**config.mk**
```make
export PLATFORM = sky130hd
export DESIGN_NAME = mult_rr_sequencer_flat
export DESIGN_NICKNAME = d
export VERILOG_FILES = /design/src/rtl/mult_rr_sequencer_pkg.sv /design/src/rtl/mult_rr_sequencer_if.sv /design/src/rtl/mult_rr_sequencer_rr_arb2.sv /design/src/rtl/mult_rr_sequencer.sv /design/src/flat_wrapper.sv
export SDC_FILE = /design/constraint.sdc
export NUM_CORES = 1
export LEC_CHECK = 0
export CORE_ASPECT_RATIO = 1.5
export CORE_MARGIN = 2
export CORE_UTILIZATION = 47
export CTS_BUF_LIST = sky130_fd_sc_hd__clkbuf_8
export DETAILED_ROUTE_END_ITERATION = 8
export HOLD_SLACK_MARGIN = 0.05
export MAX_ROUTING_LAYER = met4
export PLACE_DENSITY = 0.71
export SETUP_SLACK_MARGIN = 0.5
export SLEW_MARGIN = 40
export SYNTH_ARGS = -nofsm -noshare
export SYNTH_HDL_FRONTEND = slang
export SYNTH_SLANG_ARGS = --single-unit
export TNS_END_PERCENT = 20
```
**constraint.sdc**
```tcl
create_clock -name clk -period 2.09 [get_ports clk]
set_clock_uncertainty 0.2 [all_clocks]
set_input_delay 0.418 -clock clk [delete_from_list [all_inputs] [get_ports clk]]
set_output_delay 0.418 -clock clk [all_outputs]
set_load 0.01 [all_outputs]
```
**src/rtl/mult_rr_sequencer_pkg.sv**
```systemverilog
// Shared types and helpers for the two-requester multiplier sequencer.
package mult_seq_pkg;

  // Sequencer phases: wait for a request, grant, iterate, publish the product.
  typedef enum logic [1:0] {
    IDLE = 2'd0,
    LOAD = 2'd1,
    RUN  = 2'd2,
    DONE = 2'd3
  } state_t;

  // Width of the iteration counter; it only has to reach N-1.
  function automatic int cnt_w(input int n);
    return $clog2(n);
  endfunction

endpackage

```
**src/rtl/mult_rr_sequencer_if.sv**
```systemverilog
// Requester-facing bundle: level requests, operands, grant and result.
interface mult_rr_sequencer_if #(
  parameter int N = 4
);
  logic [1:0]     req;
  logic [N-1:0]   a0;
  logic [N-1:0]   b0;
  logic [N-1:0]   a1;
  logic [N-1:0]   b1;
  logic [1:0]     gnt;
  logic           busy;
  logic           done;
  logic           done_id;
  logic [2*N-1:0] product;

  // Requester side.
  modport master (
    output req, a0, b0, a1, b1,
    input  gnt, busy, done, done_id, product
  );

  // Sequencer side.
  modport slave (
    input  req, a0, b0, a1, b1,
    output gnt, busy, done, done_id, product
  );
endinterface

```
**src/rtl/mult_rr_sequencer_rr_arb2.sv**
```systemverilog
// Two-way round-robin arbiter: a lone request wins outright, a tie goes
// to the requester that did not win last time.
module rr_arb2 (
  input  logic [1:0] req,
  input  logic       last,
  output logic [1:0] win,
  output logic       win_id
);

  // Pick the winner and its one-hot form.
  always_comb begin
    // NOTE: every output gets a default first so no path leaves it unassigned (no latch).
    win_id = 1'b0;
    win    = 2'b00;
    case (req)
      2'b01:   win_id = 1'b0;
      2'b10:   win_id = 1'b1;
      2'b11:   win_id = ~last;
      default: win_id = 1'b0;
    endcase
    if (req != 2'b00) win = win_id ? 2'b10 : 2'b01;
  end

endmodule

```
**src/rtl/mult_rr_sequencer.sv**
```systemverilog
// Shares one iterative shift-and-add N x N multiplier between two requesters.
// Round-robin picks a winner in IDLE, LOAD pulses its grant, RUN does one
// add/shift per cycle for N cycles, DONE presents the 2N-bit product.
module mult_rr_sequencer
  import mult_seq_pkg::*;
#(
  parameter int N = 4
) (
  input  logic                clk,
  input  logic                rst_n,
  mult_rr_sequencer_if.slave  bus
);

  localparam int CW = cnt_w(N);

  state_t           state_q;
  state_t           state_d;
  logic [N-1:0]     mcand_q;
  logic [N-1:0]     mplier_q;
  logic [2*N-1:0]   acc_q;
  logic [CW-1:0]    cnt_q;
  logic             id_q;
  logic             last_q;
  logic [1:0]       gnt_q;
  logic             done_q;
  logic             done_id_q;
  logic [2*N-1:0]   product_q;

  logic [1:0]       win;
  logic             win_id;
  logic             capture;
  logic             last_iter;
  logic [N:0]       sum;
  logic [2*N-1:0]   acc_next;
  logic [N-1:0]     a_sel;
  logic [N-1:0]     b_sel;

  rr_arb2 u_arb (
    .req    (bus.req),
    .last   (last_q),
    .win    (win),
    .win_id (win_id)
  );

  // Next-state decode plus the capture / final-iteration strobes.
  always_comb begin
    state_d   = state_q;
    capture   = 1'b0;
    last_iter = 1'b0;
    case (state_q)
      IDLE: begin
        if (bus.req != 2'b00) begin
          capture = 1'b1;
          state_d = LOAD;
        end
      end
      LOAD: state_d = RUN;
      RUN: begin
        if (cnt_q == CW'(N - 1)) begin
          last_iter = 1'b1;
          state_d   = DONE;
        end
      end
      DONE:    state_d = IDLE;
      default: state_d = IDLE;
    endcase
  end

  // One shift-and-add step: add into the upper half with carry, then shift right.
  always_comb begin
    sum      = {1'b0, acc_q[2*N-1:N]} + (mplier_q[0] ? {1'b0, mcand_q} : '0);
    acc_next = {sum, acc_q[N-1:1]};
    a_sel    = win_id ? bus.a1 : bus.a0;
    b_sel    = win_id ? bus.b1 : bus.b0;
  end

  // State register.
  always_ff @(posedge clk or negedge rst_n) begin
    if (!rst_n) state_q <= IDLE;
    // NOTE: sequential state uses non-blocking assignments so every flop samples pre-edge values.
    else        state_q <= state_d;
  end

  // Operand capture, iteration datapath and registered outputs.
  always_ff @(posedge clk or negedge rst_n) begin
    if (!rst_n) begin
      mcand_q   <= '0;
      mplier_q  <= '0;
      acc_q     <= '0;
      cnt_q     <= '0;
      id_q      <= 1'b0;
      last_q    <= 1'b1;
      gnt_q     <= 2'b00;
      done_q    <= 1'b0;
      done_id_q <= 1'b0;
      product_q <= '0;
    end else begin
      gnt_q  <= capture ? win : 2'b00;
      done_q <= last_iter;
      if (capture) begin
        mcand_q  <= a_sel;
        mplier_q <= b_sel;
        acc_q    <= '0;
        cnt_q    <= '0;
        id_q     <= win_id;
        last_q   <= win_id;
      end
      if (state_q == RUN) begin
        acc_q    <= acc_next;
        mplier_q <= mplier_q >> 1;
        cnt_q    <= cnt_q + 1'b1;
      end
      if (last_iter) begin
        product_q <= acc_next;
        done_id_q <= id_q;
      end
    end
  end

  assign bus.gnt     = gnt_q;
  assign bus.busy    = (state_q != IDLE);
  assign bus.done    = done_q;
  assign bus.done_id = done_id_q;
  assign bus.product = product_q;

endmodule
```
**src/flat_wrapper.sv**
```systemverilog
// flat-port wrapper written by rule: the top's interface ports become plain ports
module mult_rr_sequencer_flat import mult_seq_pkg::*;
#(
  parameter int N = 4
)
  (clk, rst_n, bus_req, bus_a0, bus_b0, bus_a1, bus_b1, bus_gnt, bus_busy, bus_done, bus_done_id, bus_product);
  mult_rr_sequencer_if #(.N(N)) bus_i ();
  input  logic clk;
  input  logic rst_n;
  input wire logic [$bits(bus_i.req)-1:0] bus_req;
  input wire logic [$bits(bus_i.a0)-1:0] bus_a0;
  input wire logic [$bits(bus_i.b0)-1:0] bus_b0;
  input wire logic [$bits(bus_i.a1)-1:0] bus_a1;
  input wire logic [$bits(bus_i.b1)-1:0] bus_b1;
  output wire logic [$bits(bus_i.gnt)-1:0] bus_gnt;
  output wire logic [$bits(bus_i.busy)-1:0] bus_busy;
  output wire logic [$bits(bus_i.done)-1:0] bus_done;
  output wire logic [$bits(bus_i.done_id)-1:0] bus_done_id;
  output wire logic [$bits(bus_i.product)-1:0] bus_product;
  assign bus_i.req = bus_req;
  assign bus_i.a0 = bus_a0;
  assign bus_i.b0 = bus_b0;
  assign bus_i.a1 = bus_a1;
  assign bus_i.b1 = bus_b1;
  assign bus_gnt = bus_i.gnt;
  assign bus_busy = bus_i.busy;
  assign bus_done = bus_i.done;
  assign bus_done_id = bus_i.done_id;
  assign bus_product = bus_i.product;
  mult_rr_sequencer #(.N(N)) u_core (.clk(clk), .rst_n(rst_n), .bus(bus_i));
endmodule
```
==> key figures <==
Run status
  – Status: completed

Floorplan
  – IO Count: 33
  – Die area: 3990 um^2
  – Area of the core: 3380 um^2
  – Rows: 26
  – Die Ht: 76.3 um
  – Starting Density: 48.4%
  – Die width: 52.2 um

Clocking
  – Clock-pin slew on the worst setup and hold paths: 60 ps
  – Clock latency on the worst-skew pair: ~290 ps
  – Bufs on Longest Clock Path: 2
  – CTS Hold Bufs: 0
  – H-tree Lvls: 2
  – Total CTS buffers: 5
  – CTS sink count: 33
  – CTS tree: built
  – Clk root buf: clkbuf_8

Routing
  – Vias: between 1,000 and 1,500
  – Drt initial violations: 41
  – DR WL/cell: 15.7 um
  – ANT nets after route: 0
  – Remaining routing DRC violations: 0
  – Vias per Instance: 5.51
  – Final WL: 3.87 mm
  – Router iterations before antenna repair: 4

Timing
  – Final worst setup slack: 254 ps
  – Setup Viol. Count Final: 0
  – Final hold vios: 0
  – Final TNS setup: 0 ps
  – Period Utilization, post-route: 87.8%
  – Max_slew headroom: 72.5%
  – Final Critical Period: roughly 1800 ps
  – Max Slew Vio Count: 0
  – Measured slew at the worst slew-check pin: 412 ps
  – Unrepaired setup endpoints after global routing: true
  – Max Clock Freq: 0.545 GHz

Worst hold path
  – Hold Path Cell Cnt: 2
  – Hold Path End: u_core.bus.product[7]$_DFFE_PN0P_
  – Hold Startpoint: u_core.bus.product[7]$_DFFE_PN0P_
  – Hold Crit Class: reg -> reg

Logic synthesis
  – Synth Net Count: 178
  – Synthesis-stage register bit count: 33
  – Synth area leaders: dfrtp_1, ha_1, mux2_2, nand2_1, o21ai_0
  – Yosys Warn Count: 0
  – Dominant synthesized flop cell: dfrtp_1
  – Largest area contributor in the netlist: dfrtp_1
  – Netlist cell types: 38
  – Synth top cells by count: dfrtp_1, nand2_1, o21ai_0
  – Synthesized cell area: 1640 um^2
  – Asr flop ratio synth: 100%
  – Mean post-synth cell area: 11.0 um^2
  – Share of the synthesized area in the top cell type: slightly below 50%
  – Top-count cell post-synth: dfrtp_1
  – Register area share after synthesis: 50.5%
  – EDFF count, synth: 0
  – Post-Synthesis Cells: 149

Critical path
  – Critical path depth: 5
  – CP Buf/Inv Count: 1
  – Crit path cell chain: and2_4, ha_4, inv_1, or4b_1, nand3_1
  – CP required: 2110 ps
  – R2R Path Start: u_core.mplier_q[0]$_DFFE_PN0P_
  – Crit path largest cell delay: between 500 and 600 ps
  – Critical path startpoint category: register
  – Worst setup path category: reg -> reg
  – R2R cell count: 5
  – Crit end category: register
  – R2R Path End: u_core.bus.product[6]$_DFFE_PN0P_
  – WP data arrival: 1860 ps
  – Max Fanout on Critical Path: 8
  – Reg2reg setup slack: approximately 250 ps
  – CP delay by family, top: simple AND/OR/NAND/NOR gates
  – CP max stage cell: or4b_1

Global route
  – Gr usage total: between 20% and 30%
  – Overflow after GRT: 0
  – Number of global-route vias before repair: 1,294
  – Largest net degree at the start of global routing: 34
  – First-pass GRT wire length: 5.93 mm
  – Initial antenna violation count: 0

Pwr
  – P per Cell Area: 1520 nW/um^2
  – Peak supply drop: 0.791 mV
  – Leakage: 1.09 nW
  – Power Total: roughly 3.7 mW

Final layout
  – Final Util: 71.7%
  – Net count, final: 232
  – Share of cells above drive strength 1: 30.9%
  – ANT cells: 0
  – Area Overhead vs Synth: 48.0%

Placement
  – Pre-CTS WS: 10.8 ps
  – Post-DP HPWL: 2.74 mm
  – Placer Congestion: 0.889
  – Port Buf Inserts: 32

Job
  – Total of max-cap violations: 0
## worst register-to-register path, cell delays in order, from the launching register on
cell and delay, ps:
dfrtp_1 420, and2_4 170, ha_4 310, inv_1 70, or4b_1 530, nand3_1 80
## sequential cells by signal, summed over array words and instances (netlist names)
register	count
u_core.bus.done	1
u_core.id_q	1
u_core.acc_q	7
u_core.last_q	1
u_core.cnt_q	2
u_core.mcand_q	4
u_core.bus.gnt	2
u_core.mplier_q	4
u_core.bus.done_id	1
u_core.bus.product	8
u_core.state_q	2
## area by class of cell
type	instances	area, um^2
timing repair buffer	52	508
fill	242	957
timing repair inverter	1	5.00
multi-input combinational	101	903
clock buffer	6	82.6
clock inverter	2	7.51
tap	42	52.6
inverter	9	40.0
sequential	33	827
## metrics by stage
| stage | hold slack, ps | area (um^2) | cells |
|---|---|---|---|
| after floorplan | -77.6 | 1680 | 149 |
| after global placement | 267 | 2070 | 224 |
| after detailed placement | 272 | 2070 | 224 |
| after CTS | 287 | 2220 | 236 |
| after global routing | 318 | 2430 | 246 |
| final | 285 | 2430 | 246 |
## kinds of logic (layout without fill, tap and decap cells)
| group | after synthesis | after routing | share of synthesized area [%] |
|---|---|---|---|
| mux | 7 | 7 | 4.81 |
| compound gates | 40 | 40 | 18.2 |
| fa+ha+maj | 9 | 9 | 7.33 |
| xor+xnor | 1 | 1 | 0.534 |
| buf+inv | 15 | 70 | 4.05 |
| simple gates | 44 | 44 | 14.6 |
| flops | 33 | 33 | 50.5 |
## per-layer routing
metal	part of all wire, %	up-vias	global-route usage (%)	wire length, um
met3	3.4	9	4.12	131
met1	37	665	21.2	1430
met2	57	31	36.2	2200
met4	2.7	0	9.74	104
met5	0	-	-	0
li1	-	650	-	-
## cell usage in the layout, fill, tap and decap left out, types with 2 or more instances in the layout
cell type / Yosys / final
a21o_1: 2 / 2
a21oi_1: 8 / 4
a21oi_2: 0 / 3
a221o_1: 4 / 4
a31oi_1: 2 / 2
and2_4: 0 / 3
and3_1: 4 / 4
and4b_1: 2 / 2
buf_4: 1 / 14
buf_6: 0 / 4
clkbuf_8: 0 / 6
clkdlybuf4s50_1: 0 / 27
dfrtp_1: 32 / 32
dlygate4sd2_1: 0 / 2
dlymetal6s2s_1: 0 / 2
ha_1: 8 / 2
ha_4: 0 / 6
inv_1: 9 / 7
inv_2: 0 / 2
mux2_2: 7 / 7
nand2_1: 14 / 14
nand3_1: 5 / 5
nor2_1: 6 / 5
o21ai_0: 10 / 6
o21ai_1: 0 / 4
o2bb2ai_1: 3 / 2
o32a_1: 2 / 2
o32ai_1: 3 / 3
or4b_1: 2 / 2
## report_power, final
group	switching (mW)	internal, mW
clock	0.223	0.258
sequential	0.198	0.925
combinational	0.936	1.15
total	1.36	2.33
## timing repair
action,CTS,global route
gates cloned,0,3
resized for setup,12,29
pin swaps,3,9
hold endpoints to repair,0,0
buffers inserted,4,7
setup endpoints to repair,41,42
## how the worst max path moves through the flow
stage                                               from                                 to  slack, ps
after global placement                        bus_req[0]     u_core.mplier_q[0]$_DFFE_PN0P_         70
after CTS                 u_core.mplier_q[0]$_DFFE_PN0P_        u_core.acc_q[7]$_DFFE_PN0P_        220
final                     u_core.mplier_q[0]$_DFFE_PN0P_  u_core.bus.product[6]$_DFFE_PN0P_        250
after floorplan           u_core.mplier_q[0]$_DFFE_PN0P_        u_core.acc_q[7]$_DFFE_PN0P_        350
after detailed placement                      bus_req[0]     u_core.mplier_q[1]$_DFFE_PN0P_         10
after global routing      u_core.mplier_q[0]$_DFFE_PN0P_  u_core.bus.product[7]$_DFFE_PN0P_        170
Note: power is estimated with default switching activity, not from simulation.
